File: config.mk
export PLATFORM = sky130hd
export DESIGN_NAME = pe_output_writer_flat
export DESIGN_NICKNAME = d
export VERILOG_FILES = /design/src/rtl/pe_output_writer_if.sv /design/src/rtl/pe_output_writer.sv /design/src/flat_wrapper.sv
export SDC_FILE = /design/constraint.sdc
export NUM_CORES = 2
export LEC_CHECK = 0
export ABC_AREA = 0
export CORE_MARGIN = 5
export CORE_UTILIZATION = 60
export DETAILED_ROUTE_END_ITERATION = 7
export PLACE_DENSITY = 0.82
export SKIP_CTS_REPAIR_TIMING = 1
export SYNTH_ARGS = -nofsm -noshare
export SYNTH_HDL_FRONTEND = slang
export SYNTH_SLANG_ARGS = --single-unit
File: constraint.sdc
create_clock -name clk -period 52.2 [get_ports clk]
set_clock_uncertainty 0.1 [all_clocks]
set_input_delay 7.83 -clock clk [delete_from_list [all_inputs] [get_ports clk]]
set_output_delay 7.83 -clock clk [all_outputs]
set_load 0.01 [all_outputs]
File: src/rtl/pe_output_writer_if.sv
// PE output writer bus: tile handshake from the PE array, write port to memory.
// Ports: tile_* / size_type / *_index / total_width / acc_count (tile side),
//        mem_* (write side), busy / tile_done (status).
interface pe_output_writer_if #(
    parameter int DATA_W = 12,
    parameter int ACC_W  = 16,
    parameter int ADDR_W = 16
);
    logic                            tile_valid;
    logic                            tile_ready;
    logic [5:0][5:0][DATA_W-1:0]     tile_data;
    logic                            size_type;
    logic [8:0]                      row_index;
    logic [8:0]                      col_index;
    logic [8:0]                      total_width;
    logic [7:0]                      acc_count;
    logic                            mem_wr_en;
    logic [ADDR_W-1:0]               mem_addr;
    logic signed [ACC_W-1:0]         mem_wr_data;
    logic                            mem_ready;
    logic                            busy;
    logic                            tile_done;

    modport master (
        output tile_valid, tile_data, size_type, row_index, col_index,
        output total_width, acc_count, mem_ready,
        input  tile_ready, mem_wr_en, mem_addr, mem_wr_data, busy, tile_done
    );

    modport slave (
        input  tile_valid, tile_data, size_type, row_index, col_index,
        input  total_width, acc_count, mem_ready,
        output tile_ready, mem_wr_en, mem_addr, mem_wr_data, busy, tile_done
    );
endinterface

File: src/rtl/pe_output_writer.sv
// Accumulates acc_count PE tiles with saturation, then drains NxN to memory.
// Ports: clk, reset (async, active-high), bus (pe_output_writer_if.slave).
module pe_output_writer #(
    parameter int DATA_W = 12,
    parameter int ACC_W  = 16,
    parameter int ADDR_W = 16
) (
    input  logic              clk,
    input  logic              reset,
    pe_output_writer_if.slave bus
);
    typedef enum logic [1:0] {IDLE, ACCUM, DRAIN} state_t;

    localparam logic signed [ACC_W-1:0] ACC_MAX = {1'b0, {(ACC_W-1){1'b1}}};
    localparam logic signed [ACC_W-1:0] ACC_MIN = {1'b1, {(ACC_W-1){1'b0}}};

    state_t state_q, state_d;

    logic signed [ACC_W-1:0] acc [6][6];
    logic                    size_q;
    logic [8:0]              row_q;
    logic [8:0]              col_q;
    logic [8:0]              width_q;
    logic [7:0]              grp_q;
    logic [7:0]              cnt_q;
    logic [2:0]              r_q;
    logic [2:0]              c_q;
    logic                    done_q;
    logic                    done_d;

    logic       xfer;
    logic       wr_acc;
    logic       last_elem;
    logic [2:0] last_idx;
    logic [7:0] eff_cnt;
    logic [7:0] cnt_inc;
    logic [ADDR_W-1:0] row_sum;
    logic [ADDR_W-1:0] addr;

    function automatic logic signed [ACC_W-1:0] sat_add(
        input logic signed [ACC_W-1:0] a,
        input logic signed [ACC_W-1:0] b
    );
        logic signed [ACC_W:0] s;
        s = {a[ACC_W-1], a} + {b[ACC_W-1], b};
        // Sign of the extra bit disagrees with the MSB only on overflow.
        if (s[ACC_W] != s[ACC_W-1])
            sat_add = s[ACC_W] ? ACC_MIN : ACC_MAX;
        else
            sat_add = s[ACC_W-1:0];
    endfunction

    assign bus.tile_ready = (state_q != DRAIN);
    assign bus.busy       = (state_q != IDLE);
    assign bus.tile_done  = done_q;
    assign bus.mem_wr_en  = (state_q == DRAIN);

    assign xfer      = bus.tile_valid && bus.tile_ready;
    assign wr_acc    = (state_q == DRAIN) && bus.mem_ready;
    assign last_idx  = size_q ? 3'd3 : 3'd5;
    assign last_elem = (r_q == last_idx) && (c_q == last_idx);
    assign eff_cnt   = (bus.acc_count == 8'd0) ? 8'd1 : bus.acc_count;
    assign cnt_inc   = cnt_q + 8'd1;

    // Modular arithmetic: truncating operands first keeps the low ADDR_W bits exact.
    assign row_sum = ADDR_W'(row_q) + ADDR_W'(r_q);
    assign addr    = row_sum * ADDR_W'(width_q) + ADDR_W'(col_q) + ADDR_W'(c_q);

    assign bus.mem_addr    = (state_q == DRAIN) ? addr : '0;
    assign bus.mem_wr_data = (state_q == DRAIN) ? acc[r_q][c_q] : '0;

    always_ff @(posedge clk or posedge reset) begin
        if (reset)
            state_q <= IDLE;
        else
            state_q <= state_d;
    end

    always_comb begin
        state_d = state_q;
        done_d  = 1'b0;
        unique case (state_q)
            IDLE: begin
                if (xfer)
                    state_d = (eff_cnt == 8'd1) ? DRAIN : ACCUM;
            end
            ACCUM: begin
                if (xfer && cnt_inc == grp_q)
                    state_d = DRAIN;
            end
            DRAIN: begin
                if (wr_acc && last_elem) begin
                    state_d = IDLE;
                    done_d  = 1'b1;
                end
            end
            default: state_d = IDLE;
        endcase
    end

    always_ff @(posedge clk or posedge reset) begin
        if (reset) begin
            for (int r = 0; r < 6; r++)
                for (int c = 0; c < 6; c++)
                    acc[r][c] <= '0;
            size_q  <= 1'b0;
            row_q   <= '0;
            col_q   <= '0;
            width_q <= '0;
            grp_q   <= '0;
            cnt_q   <= '0;
            r_q     <= '0;
            c_q     <= '0;
            done_q  <= 1'b0;
        end else begin
            done_q <= done_d;
            if (xfer) begin
                if (state_q == IDLE) begin
                    for (int r = 0; r < 6; r++)
                        for (int c = 0; c < 6; c++)
                            acc[r][c] <= ACC_W'($signed(bus.tile_data[r][c]));
                    size_q  <= bus.size_type;
                    row_q   <= bus.row_index;
                    col_q   <= bus.col_index;
                    width_q <= bus.total_width;
                    grp_q   <= eff_cnt;
                    cnt_q   <= 8'd1;
                end else begin
                    for (int r = 0; r < 6; r++)
                        for (int c = 0; c < 6; c++)
                            acc[r][c] <= sat_add(acc[r][c],
                                ACC_W'($signed(bus.tile_data[r][c])));
                    cnt_q <= cnt_inc;
                end
            end
            if (wr_acc) begin
                if (c_q == last_idx) begin
                    c_q <= 3'd0;
                    r_q <= (r_q == last_idx) ? 3'd0 : r_q + 3'd1;
                end else begin
                    c_q <= c_q + 3'd1;
                end
            end
        end
    end
endmodule

File: src/flat_wrapper.sv
// flat-port wrapper written by rule: the top's interface ports become plain ports
module pe_output_writer_flat 
#(
    parameter int DATA_W = 12,
    parameter int ACC_W  = 16,
    parameter int ADDR_W = 16
)
  (clk, reset, bus_tile_valid, bus_tile_data, bus_size_type, bus_row_index, bus_col_index, bus_total_width, bus_acc_count, bus_mem_ready, bus_tile_ready, bus_mem_wr_en, bus_mem_addr, bus_mem_wr_data, bus_busy, bus_tile_done);
  pe_output_writer_if #(.DATA_W(DATA_W), .ACC_W(ACC_W), .ADDR_W(ADDR_W)) bus_i ();
  input  logic clk;
  input  logic reset;
  input wire logic [$bits(bus_i.tile_valid)-1:0] bus_tile_valid;
  input wire logic [$bits(bus_i.tile_data)-1:0] bus_tile_data;
  input wire logic [$bits(bus_i.size_type)-1:0] bus_size_type;
  input wire logic [$bits(bus_i.row_index)-1:0] bus_row_index;
  input wire logic [$bits(bus_i.col_index)-1:0] bus_col_index;
  input wire logic [$bits(bus_i.total_width)-1:0] bus_total_width;
  input wire logic [$bits(bus_i.acc_count)-1:0] bus_acc_count;
  input wire logic [$bits(bus_i.mem_ready)-1:0] bus_mem_ready;
  output wire logic [$bits(bus_i.tile_ready)-1:0] bus_tile_ready;
  output wire logic [$bits(bus_i.mem_wr_en)-1:0] bus_mem_wr_en;
  output wire logic [$bits(bus_i.mem_addr)-1:0] bus_mem_addr;
  output wire logic [$bits(bus_i.mem_wr_data)-1:0] bus_mem_wr_data;
  output wire logic [$bits(bus_i.busy)-1:0] bus_busy;
  output wire logic [$bits(bus_i.tile_done)-1:0] bus_tile_done;
  assign bus_i.tile_valid = bus_tile_valid;
  assign bus_i.tile_data = bus_tile_data;
  assign bus_i.size_type = bus_size_type;
  assign bus_i.row_index = bus_row_index;
  assign bus_i.col_index = bus_col_index;
  assign bus_i.total_width = bus_total_width;
  assign bus_i.acc_count = bus_acc_count;
  assign bus_i.mem_ready = bus_mem_ready;
  assign bus_tile_ready = bus_i.tile_ready;
  assign bus_mem_wr_en = bus_i.mem_wr_en;
  assign bus_mem_addr = bus_i.mem_addr;
  assign bus_mem_wr_data = bus_i.mem_wr_data;
  assign bus_busy = bus_i.busy;
  assign bus_tile_done = bus_i.tile_done;
  pe_output_writer #(.DATA_W(DATA_W), .ACC_W(ACC_W), .ADDR_W(ADDR_W)) u_core (.clk(clk), .reset(reset), .bus(bus_i));
endmodule
---- Word-level counts from Yosys, hierarchy flattened ----
Index checks and enable logic that the tools add are counted.
word-level totals
  flip-flop bits (word level) ............. 629
  latch bits .............................. 0
  RAM bits ................................ 0
  output and inout bits ................... 36
  input port bits ......................... 472
  logic and storage cells ................. 243
  bits in read-only memories .............. 0
  memories kept ........................... 0
cells by class
  equality and inequality tests ........... 46
  add/sub/neg operators ................... 42
  shift-type cells ........................ 0
  bitwise operators ....................... 2
  reduce and logical (&&, ||, !) cells .... 11
  div/mod/pow operators ................... 0
  magnitude comparators ................... 2
  mux-type cells .......................... 93
  multiply operators ...................... 1
operators by type and width
  cell                                                                      number
  16-bit two-way mux                                                        76
  16-bit by 12-bit adder with 17-bit output                                 36
  576-bit two-way mux                                                       1
  96-bit binary-select mux with 3-bit select                                1
  96-bit two-way mux                                                        2
  16-bit binary-select mux with 3-bit select                                1
  1-bit inequality test                                                     36
  16-bit by 3-bit adder with 16-bit output                                  1
  16-bit by 9-bit adder with 16-bit output                                  1
  16-bit by 9-bit multiplier with 16-bit output                             1
  8-bit two-way mux                                                         2
  9-bit by 3-bit adder with 10-bit output                                   1
  3-bit two-way mux                                                         3
  8-bit by 1-bit adder with 8-bit output (second input constant)            1
  8-bit by 1-bit equality test with 1-bit output (second input constant)    1
  8-bit equality test                                                       1
  4-bit >= comparator (second input constant)                               2
  8-bit logical NOT                                                         1
  2-bit two-way mux                                                         4
  3-bit NOT with 4-bit output                                               2
  3-bit by 1-bit adder with 3-bit output (second input constant)            2
  3-bit equality test                                                       2
  2-bit by 1-bit inequality test with 1-bit output (second input constant)  3
  2-bit one-hot mux with 3 select lines                                     1
  other kinds (9)                                                           15

---- Depth between registers and ports, before layout ----
  word-level depth ........................ 8
  mapped depth ............................ 25

---- Least setup slack after synthesis ----
Ideal clock, no wire load.
  path type ............................... reg-to-output
  start point ............................. reg u_core.r_q[0]
  end point ............................... out bus_mem_addr[15]
  path slack .............................. 38232 ps
  required time ........................... 44270 ps
  buffers on the path ..................... 0
  stages on the path, launching flop included .. 26
  arrival ................................. 6038 ps
  cells stage by stage .................... dfrtp_1 -> ha_1 -> fa_1 -> a21o_1 -> nand4_1 -> xnor2_1 -> nand2_1 -> fa_1 -> inv_1 -> fa_1 -> inv_1 -> fa_1 -> inv_1 -> fa_1 -> inv_1 -> fa_1 -> inv_1 -> ha_1 -> inv_1 -> o21ai_0 -> a31oi_1 -> o21bai_1 -> a2111oi_0 -> o31ai_1 -> xnor2_1 -> nor2_1
between the ends
  cells in the longest elaborated chain, start to end .. 5
ends and longest elaborated chain
  element                                        line                     RTL
  from (decl)                                    pe_output_writer.sv:26   logic [2:0] r_q;
  from (signal assigned)                         pe_output_writer.sv:139  r_q <= (r_q == last_idx) ? 3'd0 : r_q + 3'd1;
  9-bit by 3-bit adder with 10-bit output        pe_output_writer.sv:66   assign row_sum = ADDR_W'(row_q) + ADDR_W'(r_q);
  16-bit by 9-bit multiplier with 16-bit output  pe_output_writer.sv:67   assign addr = row_sum * ADDR_W'(width_q) + ADDR_W'(col_q) + ADDR_W'(c_q);
  16-bit by 9-bit adder with 16-bit output       pe_output_writer.sv:67
  16-bit by 3-bit adder with 16-bit output       pe_output_writer.sv:67
  16-bit two-way mux                             pe_output_writer.sv:69   assign bus.mem_addr = (state_q == DRAIN) ? addr : '0;
  to (decl)                                      flat_wrapper.sv:22       output wire logic [$bits(bus_i.mem_addr)-1:0] bus_mem_addr;
Every way passes these cells.

---- Worst setup path after layout ----
  start point ............................. reg u_core.r_q[2]
  end point ............................... out bus_mem_addr[13]
The elaborated chain is that of the path after synthesis.

==> run metrics <==
top_reg_cell synth dfrtp_1; worst hold slack 404 ps; outcome complete, no violations; final setup vio count 0; final setup TNS 0 ps; register area share after synthesis 25.1%; # fillers 8152; Detailed Place HPWL 160000 um; Via density 6.75; Tmin final roughly 17000 ps; worst-margin pin slew about 1400 ps; RSZ-0062 raised after global routing no; first-pass GRT wire length 331000 um; Clk Latency, worst-skew pair between 600 and 700 ps; Max stage delay on crit path around 1000 ps; setup ws final 35690 ps; Post-synth EDFFs 0; RR Startpoint u_core.acc[0]; final instance area approximately 71000 um^2; crit-path max FO 20; GR Overflow Total 0; Synth Area in Adders 17.0%; DRT antenna net count 0; Reg area around 16000 um^2; Port Buffers between 500 and 600; Placer Congestion between 0.9 and 1; Warnings, synthesis 0; number of antenna violations at the first check in global routing between 40 and 50; XOR/XNOR Fraction of Synth Area approximately 6.8%; post-synth net total 8596; Chip Width around 330 um; area grow syn2layout 13.6%; max cap viols 0; WL final around 220000 um; compound-gate portion of the synthesized area between 20% and 30%; Initial Utilization between 60% and 70%; DRC 0; Global Route met1 Usage around 50%; layout cells sized above 1 around 6.3%; TritonCTS buffer count 77; largest net degree at the start of global routing 219; total die area roughly 110000 um^2; Final Net Count slightly below 9000; hold_sp u_core.grp_q[7]; largest family of logic cells by synthesized area compound AO/OA/AOI/OAI gates; Synth Area in Simple Gates between 10% and 20%; Clock Tree Buf Depth 3; CORE AREA 104000 um^2; fmax roughly 0.061 GHz; number of global-route vias before repair 58100; count of state elements after synthesis around 630; Hold Crit Class reg2reg; hold endpoint u_core.grp_q[7]; CTS tree yes; Rows approximately 120; cell count after synthesis approximately 7300; GRT Overall Usage a little under two fifths; Vias roughly 60000; root buffer cell clkbuf_16; I/O pins approximately 500; pre-CTS worst setup slack around 36000 ps; Hold Path Depth 2; met3 usage ~8.0%; routed len/inst roughly 24 um; DIE HEIGHT approximately 330 um; clock slew at reported path FFs 60 ps; multiplexer share of the synthesized area ~6%; crit path DAT between 8000 and 9000 ps; CTS Sinks around 630; Crit path required time roughly 44000 ps; Final Hold Vio Count 0; area of the multi-input gates about 45000 um^2; Pre-Repair DR Iteration Count 6; Avg Inst Size Synth between 8 and 9 um^2; initial DRC count between 6000 and 7000; Placement Cell Area 68600 um^2; worst reg2reg setup slack about 47000 ps; Tcrit/Tclk final between 30% and 40%; CP top delay family adder cells; Max-slew headroom slightly below 5%; r2r endpoint u_core.acc[12]; mapped cell area approximately 63000 um^2; met2 Usage GRT between 50 and 60%; CP Class reg2out; Async S/R FF share, synth 100%; gr busiest metal met2; CP endpoint kind primary output; H-tree levels 3; r2r worst-path depth 13; Distinct cells, synth 79; Bufs and invs on worst path 6; CP max-delay cell dfrtp_1; Final Max Tran Viols 0; critical path startpoint category register
==> metal layers <==
layer	wire length [um]	up-vias
li1	-	27700
met1	85400	29500
met2	95100	3365
met3	24200	584
met4	12300	12
met5	74	-
==> worst register-to-register path, stage by stage (launching register included) <==
cell and delay (ps):
dfrtp_1 400, ha_1 200, inv_1 70, fa_1 400
nor2b_1 160, o21ai_0 110, a21boi_0 520, o21ai_0 280
a31oi_1 480, o21ai_0 210, ha_1 650, o211ai_1 620
o21ai_0 600, a221o_1 190
==> worst max path at each step <==
| stage | from | cells past startpoint | endpoint | slack [ps] |
|---|---|---|---|---|
| global route | u_core.r_q[2] | 25 | bus_mem_addr[15] | 35330 |
| floorplan | reset | 1 | u_core.acc[0] | 26650 |
| global placement | u_core.r_q[2] | 25 | bus_mem_addr[15] | 36640 |
| CTS | u_core.r_q[2] | 25 | bus_mem_addr[13] | 35710 |
| finish | u_core.r_q[2] | 25 | bus_mem_addr[13] | 35690 |
| detailed placement | u_core.r_q[2] | 25 | bus_mem_addr[13] | 36440 |
==> cells in the final DEF (no fill, tap or decap), types with 101 or more instances in the layout <==
cell type        instances
o21ai_0                813
nand2_1                741
ha_1                   692
dfrtp_1                625
clkdlybuf4s50_1        506
a21oi_1                503
nor2_1                 431
inv_1                  267
xnor2_1                259
o22ai_1                230
xor2_1                 228
a21o_1                 195
nand3_1                177
mux4_2                 160
o21a_1                 129
or3_1                  119
nand2b_1               116
nor3_1                 106
fa_1                   101
==> final cells by class <==
cell class	instances	area share, %
Antenna cell	36	0.126
Clock buffer	111	3.25
Clock inverter	27	0.445
Inverter	270	1.44
Multi-Input combinational cell	6065	62.6
Sequential cell	629	22.1
Tap cell	1380	2.42
Timing Repair Buffer	552	7.65
==> registers in the layout (all words and copies together), names as in the netlist <==
| name | count |
|---|---|
| u_core.state_q | 2 |
| u_core.width_q | 9 |
| u_core.grp_q | 8 |
| u_core.bus.tile_done | 1 |
| u_core.size_q | 1 |
| u_core.acc | 576 |
| u_core.cnt_q | 8 |
| u_core.col_q | 9 |
| u_core.c_q | 3 |
| u_core.r_q | 3 |
| u_core.row_q | 9 |
==> kinds of logic after synthesis <==
family	after synthesis
buffers and inverters	637
XOR/XNOR	487
multiplexers	184
adder cells (fa/ha/maj)	793
AND/OR/NAND/NOR	2010
AO/OA/AOI/OAI	2591
flip-flops	629
==> through the flow <==
| stage | std cells | util (%) |
|---|---|---|
| after global routing | 9062 | 68.7 |
| after floorplan | 7331 | - |
| final | 9070 | 68.7 |
| after CTS | 9034 | 68.6 |
| after global placement | 8896 | 66.1 |
| after detailed placement | 8896 | 66.1 |
==> cell usage after synthesis (37+ instances only) <==
cell type  number  area share, %
o21ai_0       813            6.5
nand2_1       744            4.4
ha_1          692             14
dfrtp_1       629             25
a21oi_1       503            4.0
nor2_1        433            2.6
clkbuf_1      295            1.8
inv_1         269            1.6
xnor2_1       259            3.6
o22ai_1       230            2.3
xor2_1        228            3.2
a21o_1        195            2.3
nand3_1       177            1.4
mux4_2        160            5.7
o21a_1        129            1.5
or3_1         119            1.2
nand2b_1      116            1.2
nor3_1        106           0.84
fa_1          101            3.2
a221o_1       100            1.6
a211oi_1       98            1.2
and3_1         75           0.75
and2_1         72           0.72
a31oi_1        67           0.67
o31ai_1        66           0.79
nor2b_1        61           0.61
o21bai_1       59           0.71
or2_2          59           0.59
a31o_2         39           0.54
buf_2          37           0.29
Power is left out: the tool's default activity adds up to more than one toggle a clock period on the data nets, which glitch-free logic cannot reach.
